## config.mk

```make
export PLATFORM = sky130hd
export DESIGN_NAME = vga_shift_in
export DESIGN_NICKNAME = d
export VERILOG_FILES = /design/src/rtl/vga_pkg.sv /design/src/rtl/vga_deser8.sv /design/src/rtl/vga_shift_in.sv
export SDC_FILE = /design/constraint.sdc
export NUM_CORES = 1
export LEC_CHECK = 0
export BUFFER_PORTS_ARGS = -buffer_cell sky130_fd_sc_hd__buf_2
export CORE_MARGIN = 5
export CORE_UTILIZATION = 40
export CTS_CLUSTER_SIZE = 25
export DETAILED_ROUTE_END_ITERATION = 6
export HOLD_SLACK_MARGIN = 0.15
export PLACE_DENSITY = 0.59
export SYNTH_ARGS = -nofsm -noshare
export SYNTH_HDL_FRONTEND = slang
export SYNTH_HIERARCHICAL = 1
export SYNTH_SLANG_ARGS = --single-unit
```

## constraint.sdc

```tcl
create_clock -name clk -period 3.5 [get_ports clk]
set_input_delay 0.175 -clock clk [delete_from_list [all_inputs] [get_ports clk]]
set_output_delay 0.175 -clock clk [all_outputs]
set_load 0.005 [all_outputs]
```

## src/rtl/vga_pkg.sv

```systemverilog
// ---------------------------------------------------------------------------
// vga_pkg
// Shared constants and types for the VGA serial capture block.
//   H_PIXELS       : pixels captured per line
//   BYTES_PER_LINE : packed bytes per captured line
//   V_LINES        : captured lines per frame
//   ADDR_W         : width of the byte address bus
//   LAST_ADDR      : highest byte address within one frame
//   cap_state_e    : capture FSM state encoding
// ---------------------------------------------------------------------------
package vga_pkg;

  localparam int H_PIXELS       = 512;
  localparam int BYTES_PER_LINE = H_PIXELS / 8;
  localparam int V_LINES        = 342;
  localparam int ADDR_W         = 15;

  localparam logic [ADDR_W-1:0] LAST_ADDR = ADDR_W'(BYTES_PER_LINE * V_LINES - 1);

  typedef enum logic [1:0] {
    FRAME_WAIT,
    LINE_WAIT,
    H_SKIP,
    ACTIVE
  } cap_state_e;

endpackage

```

## src/rtl/vga_deser8.sv

```systemverilog
// ---------------------------------------------------------------------------
// vga_deser8
// Serial-to-byte packer. Each enabled cycle shifts bit_i into the LSB; every
// 8th enabled cycle raises done_o combinationally, with byte_o holding the
// finished byte (first bit in bit 7) in that same cycle.
//   clk        : sample clock, rising edge
//   nReset     : asynchronous active-low reset
//   clr_i      : synchronous discard of a partial byte
//   shift_en_i : shift bit_i in this cycle
//   bit_i      : serial data bit
//   byte_o     : current 8-bit window {stored bits, bit_i}
//   done_o     : byte complete strobe
// ---------------------------------------------------------------------------
module vga_deser8 (
  input  logic       clk,
  input  logic       nReset,
  input  logic       clr_i,
  input  logic       shift_en_i,
  input  logic       bit_i,
  output logic [7:0] byte_o,
  output logic       done_o
);

  // Only seven bits need storage: the eighth is the live input bit, which
  // lets the byte be handed off in the same cycle it completes.
  logic [6:0] sr_q;
  logic [2:0] cnt_q;

  assign byte_o = {sr_q, bit_i};
  assign done_o = shift_en_i && (cnt_q == 3'd7);

  // NOTE: sequential state uses non-blocking assignments so every register
  // samples pre-edge values, independent of statement order.
  always_ff @(posedge clk or negedge nReset) begin
    if (!nReset) begin
      sr_q  <= '0;
      cnt_q <= '0;
    end else if (clr_i) begin
      sr_q  <= '0;
      cnt_q <= '0;
    end else if (shift_en_i) begin
      sr_q  <= byte_o[6:0];
      cnt_q <= cnt_q + 3'd1;
    end
  end

endmodule

```

## src/rtl/vga_shift_in.sv

```systemverilog
// ---------------------------------------------------------------------------
// vga_shift_in
// Captures a serial monochrome VGA stream into packed bytes and presents
// them on a simple request/acknowledge write port.
//   Parameters: H_OFFSET (pixEn cycles skipped after line start),
//               V_OFFSET (line starts skipped after frame start)
//   clk, nReset        : clock, asynchronous active-low reset
//   pixEn, serIn       : pixel enable and serial pixel bit
//   nHsync, nVsync     : active-low syncs (already synchronized)
//   wrAck              : sink accepts the pending write this cycle
//   clrOvf             : clear sticky overflow
//   wrData, wrAddr     : packed byte and its address (line*64 + byte)
//   wrReq              : write pending, held until acknowledged
//   ovf                : sticky overflow (byte dropped while busy)
//   frameActive        : high across the captured lines of a frame
// ---------------------------------------------------------------------------
module vga_shift_in
  import vga_pkg::*;
#(
  parameter int unsigned H_OFFSET = 0,
  parameter int unsigned V_OFFSET = 0
) (
  input  logic              clk,
  input  logic              nReset,
  input  logic              pixEn,
  input  logic              serIn,
  input  logic              nHsync,
  input  logic              nVsync,
  input  logic              wrAck,
  input  logic              clrOvf,
  output logic [7:0]        wrData,
  output logic [ADDR_W-1:0] wrAddr,
  output logic              wrReq,
  output logic              ovf,
  output logic              frameActive
);

  localparam logic [15:0] H_OFF_L = H_OFFSET[15:0];
  localparam logic [15:0] V_OFF_L = V_OFFSET[15:0];

  cap_state_e        state_q;
  logic              nhs_q, nvs_q;
  logic [8:0]        line_q;
  logic [15:0]       vskip_q;
  logic [15:0]       hskip_q;
  logic [5:0]        byte_idx_q;
  logic [ADDR_W-1:0] addr_q;
  logic [7:0]        wr_data_q;
  logic [ADDR_W-1:0] wr_addr_q;
  logic              wr_req_q;
  logic              ovf_q;
  logic              frame_act_q;

  logic       hs_rise, vs_fall;
  logic       shift_en;
  logic       byte_done;
  logic [7:0] byte_val;
  logic       ovf_set;

  // Edges compare the live sync against its one-cycle history, on every clk.
  assign hs_rise = nHsync & ~nhs_q;
  assign vs_fall = ~nVsync & nvs_q;

  // A frame restart in the same cycle as a pixel discards that pixel too.
  assign shift_en = (state_q == ACTIVE) && pixEn && !vs_fall;

  vga_deser8 u_deser (
    .clk        (clk),
    .nReset     (nReset),
    .clr_i      (vs_fall),
    .shift_en_i (shift_en),
    .bit_i      (serIn),
    .byte_o     (byte_val),
    .done_o     (byte_done)
  );

  // A byte that completes while the previous one is still unaccepted is lost.
  assign ovf_set = byte_done && wr_req_q && !wrAck;

  // NOTE: asynchronous reset puts every register, including the outputs,
  // into a known state immediately, without waiting for a clock edge.
  always_ff @(posedge clk or negedge nReset) begin
    if (!nReset) begin
      state_q     <= FRAME_WAIT;
      nhs_q       <= 1'b1;
      nvs_q       <= 1'b1;
      line_q      <= '0;
      vskip_q     <= '0;
      hskip_q     <= '0;
      byte_idx_q  <= '0;
      addr_q      <= '0;
      wr_data_q   <= '0;
      wr_addr_q   <= '0;
      wr_req_q    <= 1'b0;
      ovf_q       <= 1'b0;
      frame_act_q <= 1'b0;
    end else begin
      nhs_q <= nHsync;
      nvs_q <= nVsync;

      // Capture sequencing. A vsync fall restarts the frame from any state;
      // the write port is deliberately left alone so a pending byte survives.
      if (vs_fall) begin
        state_q     <= LINE_WAIT;
        line_q      <= '0;
        vskip_q     <= '0;
        hskip_q     <= '0;
        byte_idx_q  <= '0;
        addr_q      <= '0;
        frame_act_q <= 1'b0;
      end else begin
        case (state_q)
          FRAME_WAIT: ;
          LINE_WAIT: begin
            if (hs_rise) begin
              if (vskip_q != V_OFF_L) begin
                vskip_q <= vskip_q + 16'd1;
              end else begin
                frame_act_q <= 1'b1;
                hskip_q     <= '0;
                state_q     <= (H_OFFSET == 0) ? ACTIVE : H_SKIP;
              end
            end
          end
          H_SKIP: begin
            if (pixEn) begin
              if (hskip_q == H_OFF_L - 16'd1) state_q <= ACTIVE;
              else                            hskip_q <= hskip_q + 16'd1;
            end
          end
          ACTIVE: begin
            // Hsync is ignored here; the line ends on its pixel count alone.
            if (byte_done) begin
              byte_idx_q <= byte_idx_q + 6'd1;
              if (byte_idx_q == 6'(BYTES_PER_LINE - 1)) begin
                if (line_q == 9'(V_LINES - 1)) begin
                  state_q     <= FRAME_WAIT;
                  frame_act_q <= 1'b0;
                end else begin
                  line_q  <= line_q + 9'd1;
                  state_q <= LINE_WAIT;
                end
              end
            end
          end
          default: state_q <= FRAME_WAIT;
        endcase
      end

      // Write port. The address advances for every completed byte, dropped
      // or not, so a later byte still lands at its true position.
      if (byte_done) begin
        if (!wr_req_q || wrAck) begin
          wr_data_q <= byte_val;
          wr_addr_q <= addr_q;
          wr_req_q  <= 1'b1;
        end
        if (addr_q != LAST_ADDR) addr_q <= addr_q + 1'b1;
      end else if (wrAck) begin
        wr_req_q <= 1'b0;
      end

      // Setting wins over clearing in the same cycle.
      if (ovf_set)     ovf_q <= 1'b1;
      else if (clrOvf) ovf_q <= 1'b0;
    end
  end

  assign wrData      = wr_data_q;
  assign wrAddr      = wr_addr_q;
  assign wrReq       = wr_req_q;
  assign ovf         = ovf_q;
  assign frameActive = frame_act_q;

endmodule

```

==> results of run 1 <==
==> how the worst min path moves through the flow <==
stage | depth (start not counted) | end | slack [ns]
2_1_floorplan | 0 | addr_q[0] | -0.12
3_3_place_gp | 1 | vskip_q[0] | 0.22
3_5_place_dp | 1 | vskip_q[2] | 0.23
4_1_cts | 2 | vskip_q[1] | 0.39
5_1_grt | 2 | vskip_q[6] | 0.43
6_report | 2 | vskip_q[1] | 0.38
==> sequential cells by signal (all words and copies together) (netlist names) <==
name           flops
addr_q            15
byte_idx_q         6
frameActive        1
hskip_q           16
line_q             9
nhs_q              1
nvs_q              1
ovf                1
state_q            2
u_deser/cnt_q      3
u_deser/sr_q       7
vskip_q           16
wrAddr            15
wrData             8
wrReq              1
==> synthesized netlist by cell type (all sizes together) (6+ instances only) <==
library cell / count / area, sq um
mux2: 20 / 225
o31ai: 10 / 75.1
a21oi: 12 / 60.1
o41ai: 6 / 60.1
nor3: 8 / 40.0
or4: 8 / 63.8
clkbuf: 20 / 76.3
inv: 15 / 56.3
a31oi: 6 / 37.5
dfrtp: 100 / 2500
nand3: 32 / 160
nand2b: 7 / 43.8
xnor2: 12 / 105
ha: 12 / 150
mux2i: 11 / 110
nand4: 13 / 81.3
nor2: 62 / 233
xor2: 16 / 140
nand2: 37 / 139
nor4: 8 / 50.1
o21ai: 40 / 200
==> worst max-delay path: stages (launching register included) <==
cell	delay, ns
dfrtp_1	0.38
ha_1	0.24
nand4_1	0.21
or4_1	0.63
a31oi_1	0.95
o21ai_0	0.24
o31ai_1	0.12
==> logic make-up after synthesis <==
kind of cell | after synthesis | synth area share [%]
buffers and inverters | 39 | 3.17
flip-flops | 102 | 50.6
AO/OA/AOI/OAI | 88 | 10.9
XOR/XNOR | 28 | 4.85
multiplexers | 31 | 6.64
AND/OR/NAND/NOR | 207 | 20.9
adder cells (fa/ha/maj) | 12 | 2.97
==> metrics by stage <==
step / setup slack, ns / instance area, sq um
6_report: 0.616 / 5790
4_1_cts: 0.601 / 5790
3_5_place_dp: 0.599 / 5430
3_3_place_gp: 0.714 / 5430
5_1_grt: 0.310 / 5790
2_1_floorplan: 0.901 / 5050
==> report_power, final <==
| part | total (mW) | switching, mW | leakage [nW] | internal (mW) |
|---|---|---|---|---|
| registers | 1.22 | 0.0197 | 1.41 | 1.20 |
| clock network | 1.02 | 0.439 | 0.144 | 0.580 |
| logic | 0.227 | 0.142 | 1.05 | 0.0850 |
==> metal layers <==
| metal | up-vias | global-route usage, % | wire length (um) |
|---|---|---|---|
| met4 | 0 | 4.48 | 139 |
| met5 | - | 0 | 0 |
| met2 | 60 | 23.2 | 4810 |
| met1 | 1896 | 20.4 | 5090 |
| li1 | 1903 | - | - |
| met3 | 10 | 3.96 | 367 |
==> layout make-up <==
class                           instances  area (sq um)  share of cell area (%)
Sequential cell                       102          2550                    44.1
Multi-Input combinational cell        366          2340                    40.5
Timing Repair Buffer                   51           318                    5.49
Clock buffer                           12           246                    4.26
Tap cell                              172           215                    3.72
Inverter                               15          56.3                   0.973
Clock inverter                          4          55.1                   0.951
==> summary.txt, run 1 <==
Final layout
  • Final core utilization: 46.3%
  • Final #Nets: 565
  • Non-Filler Instances: 722
  • Commonest non-fill, non-tap cell in the layout: dfrtp_1
  • Area Overhead vs Synth: 14.6%
  • Filler instances: 1193
  • Share of cells above drive strength 1: 15.8%
  • # diodes: 0
  • Commonest non-fill, non-tap cells in the layout: 100 x dfrtp_1, 62 x nor2_1, 40 x o21ai_0, 37 x nand2_1

Worst setup path
  • CP endpoint: hskip_q[9]
  • Worst reg2reg startpoint: hskip_q[0]
  • Worst EP required: 3.75 ns
  • Critical path capture point type: register
  • Reg2Reg Depth: 6
  • Setup CP Type: reg2reg
  • Crit path DAT: 3.13 ns
  • Worst R2R Setup Slack: 0.62 ns
  • Worst Setup SP: hskip_q[0]
  • Startpoint Class: register
  • Worst reg2reg endpoint: hskip_q[9]
  • Max Fanout on Critical Path: 16

Synth
  • Synth async-reset ratio: 100%
  • Main synth FF type: dfrtp_1
  • Syn Inst Count: 507
  • Synthesized cell area: 5050 sq um
  • Synth cell types: 54
  • Ys Warns: 6
  • Post-synthesis register bit count: 102
  • Register area share after synthesis: 50.6%
  • Avg Cell Area, Syn: 9.96 sq um
  • Post-Syn Nets: 527
  • Post-synth EDFFs: 0

STA
  • Hold Vio Cnt, Final: 0
  • Fin crit share: 82.4%
  • Hold Slack: 0.375 ns
  • Min Clock Period, post-route: 2.88 ns
  • Least-Margin Pin Slew: 1.15 ns
  • Max-slew violations: 0
  • Clock Skews: 0.00673 ns
  • F_max: 347 MHz
  • Count of final setup violators: 0
  • Rel. slew slack: 22.9%
  • Final setup TNS: 0 ns
  • RSZ-0062 raised after global routing: no

Global route
  • GRT overflow: 0
  • Vias in the first global route: 3784
  • First-pass GRT wire length: 18000 um
  • Overall Global Routing Usage: 14.9%
  • Antenna violations before repair: 0
  • Largest net degree at the start of global routing: 46

Placed design
  • HPWL after DPL: 7150 um
  • Inst Count DP: 700
  • GPL Wtd Cong: 0.831
  • I/O Buffers: 33

Floorplan
  • Starting density of the core: 40.4%
  • I/O pin count: 34
  • # rows: 41
  • Core ar.: 12500 sq um
  • Die height: 122 um
  • Die X: 122 um
  • Die Area: 15000 sq um

Clock network
  • Hold buffer count at CTS: 6
  • Num CTS Buffers: 9
  • Clock transition at path regs: 0.07 ns
  • CTS tree: built
  • CTS H-tree depth: 3
  • Cts repair resizes: 0
  • Post-CTS Setup Repair Bufs: 0
  • Clock buffer depth: 2
  • Root buf cell: clkbuf_16
  • Clock sink total: 102
  • Clk_lat worst skew: 0.35 ns

Pwr
  • Leakage: 2.61 nW
  • PwrDens: 427 nW/um^2
  • Total Power Consumption: 2.47 mW
  • Maximum vdd drop: 219 uV

Detailed routing
  • Final WL: 10400 um
  • Wire per inst: 14.4 um
  • 1st-pass router iterations: 4
  • Vias: 3869
  • Vias per cell: 5.36
  • Number of DRC violations after detailed-routing iteration 0: 235
  • Remaining DRCs: 0
  • Antenna viol nets, final: 0

Hold path
  • Worst Hold Class: in2async

Job
  • Max cap viols: 0

Outcome
  • Status: completed
Power figures use the tool's default switching activity.
==> inputs of run 2 (changes only) <==
Settings changed: PLACE_DENSITY 0.59 to 0.61.
Clock period 3.5 ns to 2.4 ns, I/O delays scaled along.
==> run 2 against run 1 <==
Effect of this change:
- the flow now finishes with violations (setup timing)
- combinational power up 71%
- utilization increased by 2.9 points
- clock-buffer cell count decreased by 2
- via count rose by 3.0%
- clock skew barely moved
- sequential power grew 47%
- critical path depth is 1 lower
==> summary.txt, run 2 (synthesis results as in run 1) <==
STA
  • Max-slew violations: 0 (unchanged)
  • F_max: 402 MHz (+16%)
  • Least-Margin Pin Slew: 0.683 ns (-0.468 ns)
  • Min Clock Period, post-route: 2.49 ns (-0.396 ns)
  • RSZ-0062 raised after global routing: yes
  • Fin crit share: 104% (+21 points)
  • Hold Vio Cnt, Final: 0 (unchanged)
  • Post-route setup slack: -0.0881 ns (-0.704 ns)
  • Clock Skews: 0.00706 ns (+0.000327 ns)
  • Count of final setup violators: 10 (+10)
  • Rel. slew slack: 54.0% (+31 points)

Floorplan
  • I/O pin count: 34 (unchanged)
  • Die X: 122 um (unchanged)
  • Die Area: 15000 sq um (unchanged)
  • Core ar.: 12500 sq um (unchanged)
  • Starting density of the core: 40.4% (unchanged)
  • # rows: 41 (unchanged)
  • Die height: 122 um (unchanged)

Worst setup path
  • Crit-path slowest cell: or4_4
  • Worst path cell trace: or4_4 > o41a_1 > or4b_4 > buf_4 > o41ai_2
  • Critical path capture point type: register
  • Crit path DAT: 2.74 ns (-0.39 ns)
  • Worst reg2reg startpoint: vskip_q[5]
  • CP delay by family, top: simple AND/OR/NAND/NOR gates
  • Reg2Reg Depth: 5 (-1)
  • Worst Path Buf+Inv: 1 (+1)
  • Worst reg2reg endpoint: hskip_q[5]
  • Max Fanout on Critical Path: 11 (-5)
  • Worst EP required: 2.66 ns (-1.09 ns)
  • Startpoint Class: register
  • Worst stage delay on the critical path: 0.54 ns (-0.41 ns)
  • Worst R2R Setup Slack: -0.09 ns (-0.70 ns)
  • Setup CP Type: reg2reg

Outcome
  • Failing checks: setup timing
  • Status: finished, violations left

Detailed routing
  • Wire per inst: 14.2 um (-1.6%)
  • Remaining DRCs: 0 (unchanged)
  • Vias per cell: 5.26 (-1.9%)
  • Antenna viol nets, final: 0 (unchanged)
  • Met3 WL post-DR: 350 um (-4.6%)
  • Met2 WL: 5110 um (+6.4%)
  • Wl on met1: 5110 um (+0.39%)
  • Final WL: 10800 um (+3.3%)
  • Number of DRC violations after detailed-routing iteration 0: 248 (+5.5%)
  • 1st-pass router iterations: 4 (unchanged)
  • Vias: 3985 (+3.0%)
  • DR top layer: met4

Clock network
  • Clk_lat worst skew: 0.35 ns (about the same)
  • Clock sink total: 102 (unchanged)
  • Clock transition at path regs: 0.07 ns (about the same)
  • Clock buffer depth: 2 (unchanged)
  • CTS H-tree depth: 3 (unchanged)
  • CTS tree: built
  • Root buf cell: clkbuf_16
  • Num CTS Buffers: 9 (unchanged)

Job
  • Max cap viols: 0 (unchanged)

Final layout
  • Top Registers: hskip_q: 16 flops, vskip_q: 16 flops
  • Final core utilization: 49.2% (+2.9 points)
  • Commonest non-fill, non-tap cell in the layout: dfrtp_1
  • # diodes: 0 (unchanged)
  • Commonest non-fill, non-tap cells in the layout: 100 x dfrtp_1, 62 x nor2_1, 46 x buf_4, 40 x o21ai_0, 36 x nand2_1
  • Final #Nets: 601 (+6.4%)
  • Area Overhead vs Synth: 21.8%
  • Share of cells above drive strength 1: 22.9% (+7.0 points)

Hold path
  • Worst Hold Class: in2async

Placed design
  • HPWL after DPL: 7410 um (+3.5%)
  • I/O Buffers: 33 (unchanged)
  • Worst slack at placement: -0.163 ns (-0.762 ns)
  • GPL Wtd Cong: 0.825 (-0.73%)

Pwr
  • Clk pwr share: 40.8% (-0.4 points)
  • Switching Fraction: 25.0% (+0.64 points)
  • Total Power Consumption: 3.67 mW (+49%)
  • Leakage: 2.83 nW (+8.8%)
  • Combinational power share: 10.6% (+1.4 points)
  • Cell-internal power: 2.76 mW (+47%)
  • Maximum vdd drop: 506 uV (+130%)
  • Seq pwr share: 48.6% (-1.0 points)
  • P_sw: 0.917 mW (+53%)
  • PwrDens: 597 nW/um^2 (+40%)

Global route
  • Overall Global Routing Usage: 15.5% (+0.67 points)
  • Largest net degree at the start of global routing: 61 (+33%)
  • Antenna violations before repair: 0 (unchanged)
  • Vias in the first global route: 3911 (+3.4%)
  • GRT overflow: 0 (unchanged)
  • First-pass GRT wire length: 18700 um (+3.4%)
-- run 2: what timing repair did --
action	CTS	global route
endpoints found under the hold margin	48	0
hold buffers	7	0
resized for setup	6	2
setup buffers	4	0
endpoints found under the setup margin	14	14
pin swaps	2	0
-- run 2: power by group through the flow --
stage | Clock [mW] | Sequential [mW] | Combinational [mW]
CTS | 1.57 | 1.79 | 0.378
finish | 1.50 | 1.79 | 0.388
detailed placement | 0 | 1.82 | 0.367
global placement | 0 | 1.82 | 0.357
global route | 1.64 | 1.79 | 0.437
floorplan | 0 | 1.81 | 0.235
-- run 2: layer usage --
layer | global-route usage (%) | vias to the layer above
met5 | 0 | -
li1 | - | 1975
met3 | 3.82 | 13
met1 | 20.6 | 1940
met2 | 24.8 | 57
met4 | 5.60 | 0
-- run 2: worst max-delay path by stage --
stage | from | end | slack, ns | cells after the start
2_1_floorplan | vskip_q[5] | hskip_q[14] | -0.11 | 5
3_3_place_gp | vskip_q[0] | hskip_q[5] | -0.11 | 7
3_5_place_dp | vskip_q[0] | hskip_q[14] | -0.16 | 7
4_1_cts | vskip_q[5] | hskip_q[14] | -0.1 | 5
5_1_grt | vskip_q[5] | hskip_q[14] | -0.15 | 5
6_report | vskip_q[5] | hskip_q[5] | -0.09 | 5
-- run 2: final cells by class --
| class | count | area [sq um] |
|---|---|---|
| Clock buffer | 10 | 239 |
| Clock inverter | 6 | 68.8 |
| Fill cell | 1215 | 6360 |
| Inverter | 15 | 56.3 |
| Multi-Input combinational cell | 366 | 2400 |
| Sequential cell | 102 | 2550 |
| Tap cell | 172 | 215 |
| Timing Repair Buffer | 87 | 616 |
-- run 2: stage by stage --
stage / hold slack, ns / setup TNS, ns / std cells / instance area, sq um
2_1_floorplan: -0.176 / -0.252 / 507 / 5060
3_3_place_gp: 0.148 / -0.342 / 731 / 5700
3_5_place_dp: 0.151 / -0.830 / 731 / 5700
4_1_cts: 0.304 / -0.419 / 758 / 6130
5_1_grt: 0.349 / -1.21 / 758 / 6150
6_report: 0.295 / -0.352 / 758 / 6150
